[src/rtl/hub75_bcm_scan_ctrl.sv]
// HUB75 panel scan controller with binary-coded modulation: shifts one bit plane of a
// row pair, latches it, then holds NOE low for BASE_ON<<plane cycles.
module hub75_bcm_scan_ctrl #(
  parameter int COLS      = 64,
  parameter int SCAN_ROWS = 32,
  parameter int BPC       = 4,
  parameter int CLK_DIV   = 2,
  parameter int BASE_ON   = 8,
  localparam int ROW_W    = $clog2(SCAN_ROWS),
  localparam int COL_W    = $clog2(COLS)
) (
  input  logic               clk,
  input  logic               rst,
  input  logic               en,
  output logic [ROW_W-1:0]   rd_row,
  output logic [COL_W-1:0]   rd_col,
  input  logic [3*BPC-1:0]   pix_top,
  input  logic [3*BPC-1:0]   pix_bot,
  output logic               LP_CLK,
  output logic               LATCH,
  output logic               NOE,
  output logic [ROW_W-1:0]   ROW,
  output logic [2:0]         RGB0,
  output logic [2:0]         RGB1,
  output logic               frame_done,
  output logic [2:0]         dbg_state
);

  localparam int PL_W   = (BPC > 1) ? $clog2(BPC) : 1;
  localparam int PH_W   = $clog2(2 * CLK_DIV);
  localparam int ON_MAX = BASE_ON << (BPC - 1);
  localparam int ON_W   = $clog2(ON_MAX + 1);

  typedef enum logic [2:0] {
    ST_IDLE  = 3'd0,
    ST_SHIFT = 3'd1,
    ST_BLANK = 3'd2,
    ST_LATCH = 3'd3,
    ST_DISP  = 3'd4
  } state_t;

  state_t            state_q, state_d;
  logic [PH_W-1:0]   ph_q;
  logic [COL_W-1:0]  col_q;
  logic [ROW_W-1:0]  row_q;
  logic [PL_W-1:0]   plane_q;
  logic [ON_W-1:0]   on_q;
  logic [ON_W-1:0]   on_last;
  logic              stop_q;
  logic              slot_end, latch_end, disp_end, go_idle;

  // Frame-buffer read: the address is held for a whole slot; data is valid the cycle
  // after the address (slot cycle 1) and is captured then, ahead of the LP_CLK rise.
  assign rd_row = row_q;
  assign rd_col = col_q;

  assign on_last   = ON_W'((BASE_ON << plane_q) - 1);
  assign slot_end  = (ph_q == PH_W'(2 * CLK_DIV - 1));
  assign latch_end = (ph_q == PH_W'(CLK_DIV - 1));
  assign disp_end  = (on_q == on_last);
  assign go_idle   = stop_q || !en;

  function automatic logic [2:0] plane_bits(input logic [3*BPC-1:0] px,
                                            input logic [PL_W-1:0]  p);
    logic [BPC-1:0] r, g, b;
    r = px[3*BPC-1 -: BPC] >> p;
    g = px[2*BPC-1 -: BPC] >> p;
    b = px[BPC-1:0] >> p;
    return {r[0], g[0], b[0]};
  endfunction

  always_ff @(posedge clk or negedge rst) begin
    if (!rst) state_q <= ST_IDLE;
    else      state_q <= state_d;
  end

  always_comb begin
    state_d = state_q;
    unique case (state_q)
      ST_IDLE:  if (en) state_d = ST_SHIFT;
      ST_SHIFT: if (slot_end && col_q == COL_W'(COLS - 1)) state_d = ST_BLANK;
      ST_BLANK: state_d = ST_LATCH;
      ST_LATCH: if (latch_end) state_d = ST_DISP;
      ST_DISP:  if (disp_end) state_d = go_idle ? ST_IDLE : ST_SHIFT;
      default:  state_d = ST_IDLE;
    endcase
  end

  // Panel strobes decode straight from the state register, so reset forces NOE high at once.
  always_comb begin
    NOE       = (state_q != ST_DISP);
    LATCH     = (state_q == ST_LATCH);
    LP_CLK    = (state_q == ST_SHIFT) && (ph_q >= PH_W'(CLK_DIV));
    dbg_state = state_q;
  end

  always_ff @(posedge clk or negedge rst) begin
    if (!rst) begin
      ph_q       <= '0;
      col_q      <= '0;
      row_q      <= '0;
      plane_q    <= '0;
      on_q       <= '0;
      stop_q     <= 1'b0;
      ROW        <= '0;
      RGB0       <= '0;
      RGB1       <= '0;
      frame_done <= 1'b0;
    end else begin
      frame_done <= 1'b0;
      unique case (state_q)
        ST_IDLE: begin
          ph_q    <= '0;
          col_q   <= '0;
          row_q   <= '0;
          plane_q <= '0;
          on_q    <= '0;
          stop_q  <= 1'b0;
        end
        ST_SHIFT: begin
          if (!en) stop_q <= 1'b1;
          if (ph_q == PH_W'(1)) begin
            RGB0 <= plane_bits(pix_top, plane_q);
            RGB1 <= plane_bits(pix_bot, plane_q);
          end
          if (slot_end) begin
            ph_q  <= '0;
            col_q <= col_q + 1'b1;
          end else begin
            ph_q <= ph_q + 1'b1;
          end
        end
        ST_BLANK: begin
          if (!en) stop_q <= 1'b1;
          ROW  <= row_q;
          ph_q <= '0;
        end
        ST_LATCH: begin
          if (!en) stop_q <= 1'b1;
          ph_q <= latch_end ? '0 : ph_q + 1'b1;
        end
        ST_DISP: begin
          if (disp_end) begin
            on_q <= '0;
            if (plane_q == PL_W'(BPC - 1)) begin
              plane_q <= '0;
              row_q   <= row_q + 1'b1;
              if (row_q == ROW_W'(SCAN_ROWS - 1)) frame_done <= 1'b1;
            end else begin
              plane_q <= plane_q + 1'b1;
            end
            if (go_idle) begin
              row_q   <= '0;
              plane_q <= '0;
            end
          end else begin
            on_q <= on_q + 1'b1;
          end
        end
        default: ;
      endcase
    end
  end

endmodule

[config.mk]
export PLATFORM = sky130hd
export DESIGN_NAME = hub75_bcm_scan_ctrl
export DESIGN_NICKNAME = d
export VERILOG_FILES = /design/src/rtl/hub75_bcm_scan_ctrl.sv
export SDC_FILE = /design/constraint.sdc
export NUM_CORES = 1
export LEC_CHECK = 0
export ABC_AREA = 1
export CAP_MARGIN = 10
export CORE_ASPECT_RATIO = 0.5
export CORE_MARGIN = 2
export CORE_UTILIZATION = 45
export DETAILED_ROUTE_END_ITERATION = 16
export PLACE_DENSITY = 0.77
export SLEW_MARGIN = 20
export SYNTH_ARGS = -nofsm -noshare
export SYNTH_HDL_FRONTEND = slang
export SYNTH_SLANG_ARGS = --single-unit
[constraint.sdc]
create_clock -name clk -period 1.7 [get_ports clk]
set_clock_uncertainty 0.1 [all_clocks]
set_input_delay 0.425 -clock clk [delete_from_list [all_inputs] [get_ports clk]]
set_output_delay 0.425 -clock clk [all_outputs]
set_load 0.01 [all_outputs]
==> results <==
- The flow ran to the end, but the final reports show violations.
- The checks that failed: setup timing.
- Setup violations remaining at the end of the flow were counted as 17.
- Setup repair after global routing could not meet its margin everywhere.
- The headroom to the max-slew limit is 66.59%.
- The relative area change from synthesis to final layout is 61.49%.
- The final weighted congestion of routability-driven global placement is between 0.8 and 0.9.
- The most used standard cell by instance count after synthesis is sky130_fd_sc_hd__nand2_1.
- The number of buffers added on ports is between 50 and 60.
- The analysis attributes to cell leakage a power of between 1.5 and 2 nW.
- The H-tree was split into 2 levels.
- The number of design rule violations left after detail routing is 0.
- The worst ir drop on vdd is roughly 0.86 mV.
- For this run the aggregate overflow at the end of global routing stands at 0.
- The endpoint required time on the critical path is 1.17 ns.
- The antenna violation net count after detailed routing is 0.
- The total area inside the core boundary comes to 4865 µm².
- In this run, synthesis produced a sequential element count of 38.
- In this run the vertical extent of the chip is between 50 and 60 µm.
- Counting the fill cells in the layout gives between 300 and 400.
- Along the worst path, the maximum fanout reaches 3.
- The maximum number of pins on one net before global-route repair is 39.
- The core occupancy in the finished layout is 74.85%.
- The final net count is 436.
- Detailed placement ended at an HPWL of between 4000 and 5000 µm.
- Once routing completed, OpenROAD measured the worst setup slack at -0.1099 ns.
- Before antenna repair, the detailed router went through 4 iterations.
- The row count is 18.
- The part of the Yosys area used for sequential elements is between 40% and 50%.
- The number of global-route vias before repair came to approximately 2200.
- The category of the critical setup timing path is register to output pin.
- The worst setup path is launched from a register.
- The clock reaches the later pin of the worst-skew pair after about 0.30 ns.
- The min-delay analysis places its worst path in the category input port to asynchronous set/reset pin.
- The number of hold violations in the final report came to 0.
- Clock-pin slew was measured on the worst setup and hold paths at 0.08 ns.
- Wires add up to 7289 µm.
- After synthesis, the netlist uses 30 different library cells.
- The most instantiated flip-flop cell in the synthesis netlist is sky130_fd_sc_hd__dfrtp_1.
- STA puts the critical path data arrival time at approximately 1.3 ns.
- The initial antenna violation count was 0.
- The die covers around 5600 µm².
- Summed over all instances, the cell type with the most area after synthesis is sky130_fd_sc_hd__dfrtp_1.
- The final max-slew violation count came to 0.
- In the final layout, the share of cells above drive strength 1 is between 30% and 40%.
- In the synthesized netlist, the cells that appear most often are 56 x sky130_fd_sc_hd__nand2_1, 55 x sky130_fd_sc_hd__nor2_1, 38 x sky130_fd_sc_hd__dfrtp_1.
- The cell depth of the worst flop-to-flop path is 9.
- Counting flops with an async set or reset pin after synthesis yields a share of 100.0%.
- The endpoint of the worst register-to-register path is dbg_state[1].
- Across every metal layer, demand over resource in global routing totals roughly 22%.
- The transition time at the pin with the least slew margin is 0.5012 ns.
- The number of synthesized flops with an enable pin is 0.
- The number of diodes is 0.
- The total power divided by cell area is 853.4 nW/µm².
- Max-cap violations in this run came to 0.
- The cell area that synthesis handed to floorplanning was between 2000 and 2500 µm².
- The beginning of the worst register-to-register path is plane_q[0].
- The net count after synthesis is around 330.
- The worst setup path is captured at an output pin.
- The TritonCTS clock tree is done.
- The overall power is between 3 and 4 mW.
- The shortest period the worst path allows is around 1.8 ns.
- For this run, the top clock speed supported by timing is about 550 MHz.
- The wire length per cell after detailed routing is about 16 µm.
- Counting every instance in the synthesized netlist gives around 290.
- The final critical-path share of the clock period is 106.5%.
- The per-cell via count in the routed design is 5.258.
- The clock buffer count from CTS is 5.
- Each instance of the synthesized netlist takes up on average approximately 7.8 µm².
- The clock passes through at most 2 buffers.
- The worst hold margin is 0.06582 ns.
- The total negative setup slack is -1.228 ns.
- The DRC violation total after the first TritonRoute iteration is between 100 and 150.
- For flop-to-flop paths, the worst setup slack is -0.10 ns.
- The routed layout has around 2500 vias.
- From left edge to right edge, the die measures 104.1 µm.
- CTS placed an instance of sky130_fd_sc_hd__clkbuf_8 at the clock tree root.
- CTS saw 38 sinks.
- The initial core utilization is between 40% and 50%.
- In the post-synthesis netlist, the biggest area contributors are sky130_fd_sc_hd__dfrtp_1 42%, sky130_fd_sc_hd__nand2_1 9.3%, sky130_fd_sc_hd__nor2_1 9.2%.
- The first-pass GRT wire length is roughly 9700 µm.
- In this run the count of I/O pins placed on the die edge is between 50 and 60.
- The number of synthesis warnings is 0.
- The area share of the leading cell type in the synthesized netlist is a little over two fifths.
-- kinds of logic after synthesis --
family,share of synthesized area [%]
buf+inv,6.881
fa+ha+maj,6.104
compound gates,9.546
xor+xnor,1.166
simple gates,32.13
mux,1.998
flops,42.18
-- critical path, stage by stage (launching register included) --
cell	delay (ns)
sky130_fd_sc_hd__dfrtp_1	0.43
sky130_fd_sc_hd__buf_6	0.14
sky130_fd_sc_hd__nand2_8	0.06
sky130_fd_sc_hd__nor2_8	0.08
sky130_fd_sc_hd__inv_2	0.04
sky130_fd_sc_hd__nor2_2	0.08
sky130_fd_sc_hd__buf_2	0.14
-- stage by stage --
step                      std cells  area, µm²  setup slack [ns]
after floorplan                 289       2275          0.008594
final                           469       3641           -0.1099
after CTS                       457       3296          -0.04899
after global routing            469       3641           -0.1633
after detailed placement        439       3093           -0.1093
after global placement          439       3093          -0.08446
-- layer usage --
layer	track usage, %	vias to the layer above	share of wire [%]
met5	0	-	0
met3	6.174	28	5.1
met4	7.432	0	3.1
met1	24.56	1177	41
met2	42.65	103	50
li1	-	1158	-
-- power by group --
part / total, mW / switching, mW / leakage, nW / internal (mW)
clock network: 0.939 / 0.351 / 0.0683 / 0.588
registers: 1.17 / 0.116 / 0.484 / 1.06
logic: 0.993 / 0.522 / 1.22 / 0.471
-- flip-flops by register name (all words and copies together) (netlist names) --
| signal | count |
|---|---|
| RGB0 | 3 |
| RGB1 | 3 |
| on_q | 7 |
| dbg_state | 3 |
| ph_q | 2 |
| frame_done | 1 |
| stop_q | 1 |
| rd_row | 5 |
| rd_col | 6 |
| ROW | 5 |
| plane_q | 2 |
-- layout by cell type (no fill, tap or decap), drive strengths merged --
cell,netlist,routed
clkinv,0,2
nor3,4,4
nand4,4,4
o31ai,1,1
bufinv,0,2
a22oi,1,1
nand3,25,25
buf,2,57
dlygate4sd2,0,23
and3,1,1
xor2,3,3
a22o,1,1
a31oi,6,6
dlymetal6s2s,0,1
mux2,4,4
clkdlybuf4s50,0,25
inv,33,32
clkdlybuf4s15,0,1
ha,11,11
clkbuf,3,5
o21ai,21,21
dfrtp,38,38
nand2,60,60
a21oi,6,6
nor2,61,61
o22ai,3,3
or2,1,1
-- area by class of cell --
type	instances	area, µm²	share of cell area, %
Inverter	33	141.4	3.883
Tap cell	70	87.58	2.405
Timing Repair Buffer	107	925.9	25.43
Clock inverter	3	68.82	1.890
Sequential cell	38	955.9	26.25
Clock buffer	5	68.82	1.890
Multi-Input combinational cell	213	1393	38.25
-- repair_timing --
action                                  in CTS  in global routing
hold buffers                                 0                  0
endpoints found under the setup margin      44                 26
resized for setup                           55                 64
pin swaps                                    2                 17
cloned                                       0                  1
buffers inserted                            10                 12
-- worst max path at each step --
stage / from / end / slack (ns) / cells after the start
floorplan: plane_q[0] / rd_row[1] / 0.009 / 12
global placement: dbg_state[1] / NOE / -0.08 / 5
detailed placement: ph_q[0] / LP_CLK / -0.11 / 5
CTS: ph_q[0] / LP_CLK / -0.05 / 5
global route: ph_q[0] / LP_CLK / -0.16 / 5
finish: dbg_state[0] / LP_CLK / -0.11 / 6
Power figures use the tool's default switching activity.
==> edit, RTL diff (same flow settings) <==
Set the parameter `SCAN_ROWS` to 64 (it was 32).
--- a/src/rtl/hub75_bcm_scan_ctrl.sv
+++ b/src/rtl/hub75_bcm_scan_ctrl.sv
@@ -2,7 +2,7 @@
 // row pair, latches it, then holds NOE low for BASE_ON<<plane cycles.
 module hub75_bcm_scan_ctrl #(
   parameter int COLS      = 64,
-  parameter int SCAN_ROWS = 32,
+  parameter int SCAN_ROWS = 64,
   parameter int BPC       = 4,
   parameter int CLK_DIV   = 2,
   parameter int BASE_ON   = 8,
Interface: changed (resized ROW and rd_row); port bits go from 56 to 58. No check against the original RTL was run, so the function may have changed too.
==> edit against the unedited design <==
Synthesized area up 6.9%; critical path depth did not move; core utilization fell by 0.59 points; the flow still finishes with violations (negative setup slack); via count increased by 7.8%; setup slack got worse by 0.0040 ns; routed wire length increased by 2.2%; sequential cell count grew 2; sequential share of layout area increased by 0.63 points; final area grew 2.9%.
Power is not compared: it rests on default switching activity, and its combinational part moved more than twofold at a synthesized area within 25%.
==> edit: results (changes against the unedited design) <==
- Leak: 1.867 nW
- DRT iter0 DRCs: 122 (+7.0%)
- DP Worst Slack: -0.1446 ns (-0.03525 ns)
- DP Wirelength: 4913 µm (+19%)
- Routed wire per std cell: 14.70 µm (-5.4%)
- Top cells by area, synth: dfrtp_1, nand2_1, nor2_1
- Layout cells sized above 1: 0.3089 (-0.03694)
- Largest net degree at the start of global routing: 24 (-38%)
- Post-DP Area: 3326 µm² (+7.5%)
- Clock-pin slew on the worst setup and hold paths: 0.08 ns (about the same)
- Syn nets: 347 (+6.1%)
- First-pass GRT wire length: 12220 µm (+26%)
- IO Port Bufs: 57 (+3.6%)
- Layout Nets: 473 (+8.5%)
- Crit Path Max Fanout: 3 (unchanged)
- CTS H-tree lvls: 2 (unchanged)
- Post-synth top cells: nand2_1, nor2_1, dfrtp_1
- Worst slew pin tran: 0.4448 ns (-0.05632 ns)
- Cts bufs inserted: 5 (unchanged)
- Asr flop ratio synth: 1.000 (unchanged)
- GRT Total Usage: 0.2559 (+0.03509)
- Worst setup margin: -0.1139 ns (-0.004015 ns)
- 1st-pass router iterations: 7 (+3)
- Biggest register: on_q
- Initial antenna violation count: 0 (unchanged)
- Max reg flops: 7 (unchanged)
- Number of global-route vias before repair: 2628 (+21%)
- Outcome: finished with violations
- Clock root buffer: clkbuf_8
- Maximum root-to-sink buffer count: 2 (unchanged)
- Library cells used by synthesis: 34 (+13%)
- Worst Hold Class: register to register
- Register area share after synthesis: 0.4152 (-0.006601)
- Global placer's final weighted congestion: 0.9521 (+10%)
- Setup violations, final: 14 (-3)
- Via count: 2658 (+7.8%)
- Slowest library cell on the worst path: dfrtp_2
- Synth Warn #: 0 (unchanged)
- Failing checks: negative setup slack
- Clock latency on the worst-skew pair: 0.29 ns
edit: changes by cell type in the layout (fill, tap and decap cells not counted), moves of 3 or more:
cell / before / now
a21oi_1: 5 / 2
buf_4: 44 / 55
buf_6: 9 / 13
nand2_1: 44 / 60
nand3_1: 10 / 25
nand3_2: 14 / 4
o21ai_0: 19 / 23
o21ai_1: 0 / 3
xor2_1: 3 / 0
edit: final timing paths:
check	start	to	slack, ns	cells after the start
min in group asynchronous	rst	ROW[3]	0.52	2
worst max-delay path	dbg_state[0]	NOE	-0.11	6
worst min register to register	ROW[5]	ROW[5]	0.39	2
max in group asynchronous	rst	plane_q[0]	0.47	3
worst max register to register	plane_q[0]	dbg_state[1]	-0.09	12
worst min-delay path	ROW[5]	ROW[5]	0.39	2
edit: cell type report:
cell class | instances | area [µm²]
Tap cell | 70 | 87.58
Fill cell | 353 | 1299
Multi-Input combinational cell | 232 | 1338
Clock buffer | 5 | 68.82
Timing Repair Buffer | 125 | 1099
Sequential cell | 40 | 1007
Clock inverter | 2 | 12.51
Inverter | 33 | 133.9
edit: kinds of logic after synthesis:
logic type | after synthesis | share of synthesized area
flip-flops | 40 | 0.4152
AND/OR/NAND/NOR | 174 | 0.3342
buffers and inverters | 39 | 0.07369
multiplexers | 2 | 0.009340
AO/OA/AOI/OAI | 46 | 0.1173
XOR/XNOR | 1 | 0.003633
adder cells (fa/ha/maj) | 9 | 0.04671
edit: power by group:
part / leakage [nW] / internal, mW / switching [mW]
clock network: 0.0400 / 0.279 / 0.352
registers: 0.521 / 1.11 / 0.113
logic: 1.31 / 1.10 / 1.30
edit: timing repair:
item | in CTS | in global routing
endpoints found under the hold margin | 17 | 0
hold buffers | 1 | 0
setup endpoints to repair | 39 | 30
buffers inserted | 25 | 3
gates resized for setup | 72 | 23
pin swaps | 14 | 6
edit: metrics by stage:
stage / setup TNS [ns] / instances / hold WS, ns
global placement: -0.9060 / 471 / 0.2873
detailed placement: -1.221 / 471 / 0.2978
CTS: -0.7326 / 504 / 0.3907
floorplan: 0 / 311 / 0.02941
global route: -2.130 / 507 / 0.4356
finish: -0.7060 / 507 / 0.3855
edit: per-layer routing:
metal | vias to the layer above | part of all wire | GRT usage
li1 | 1265 | - | -
met1 | 1254 | 0.43 | 0.3252
met2 | 117 | 0.50 | 0.4438
met3 | 22 | 0.056 | 0.04450
met4 | 0 | 0.024 | 0.08425
met5 | - | 0 | 0
edit: worst max-delay path: cells and delay by family (launching register included):
kind,cells,cell delay [ns]
buffers and inverters,4,0.34
flip-flops,1,0.44
AND/OR/NAND/NOR,2,0.21
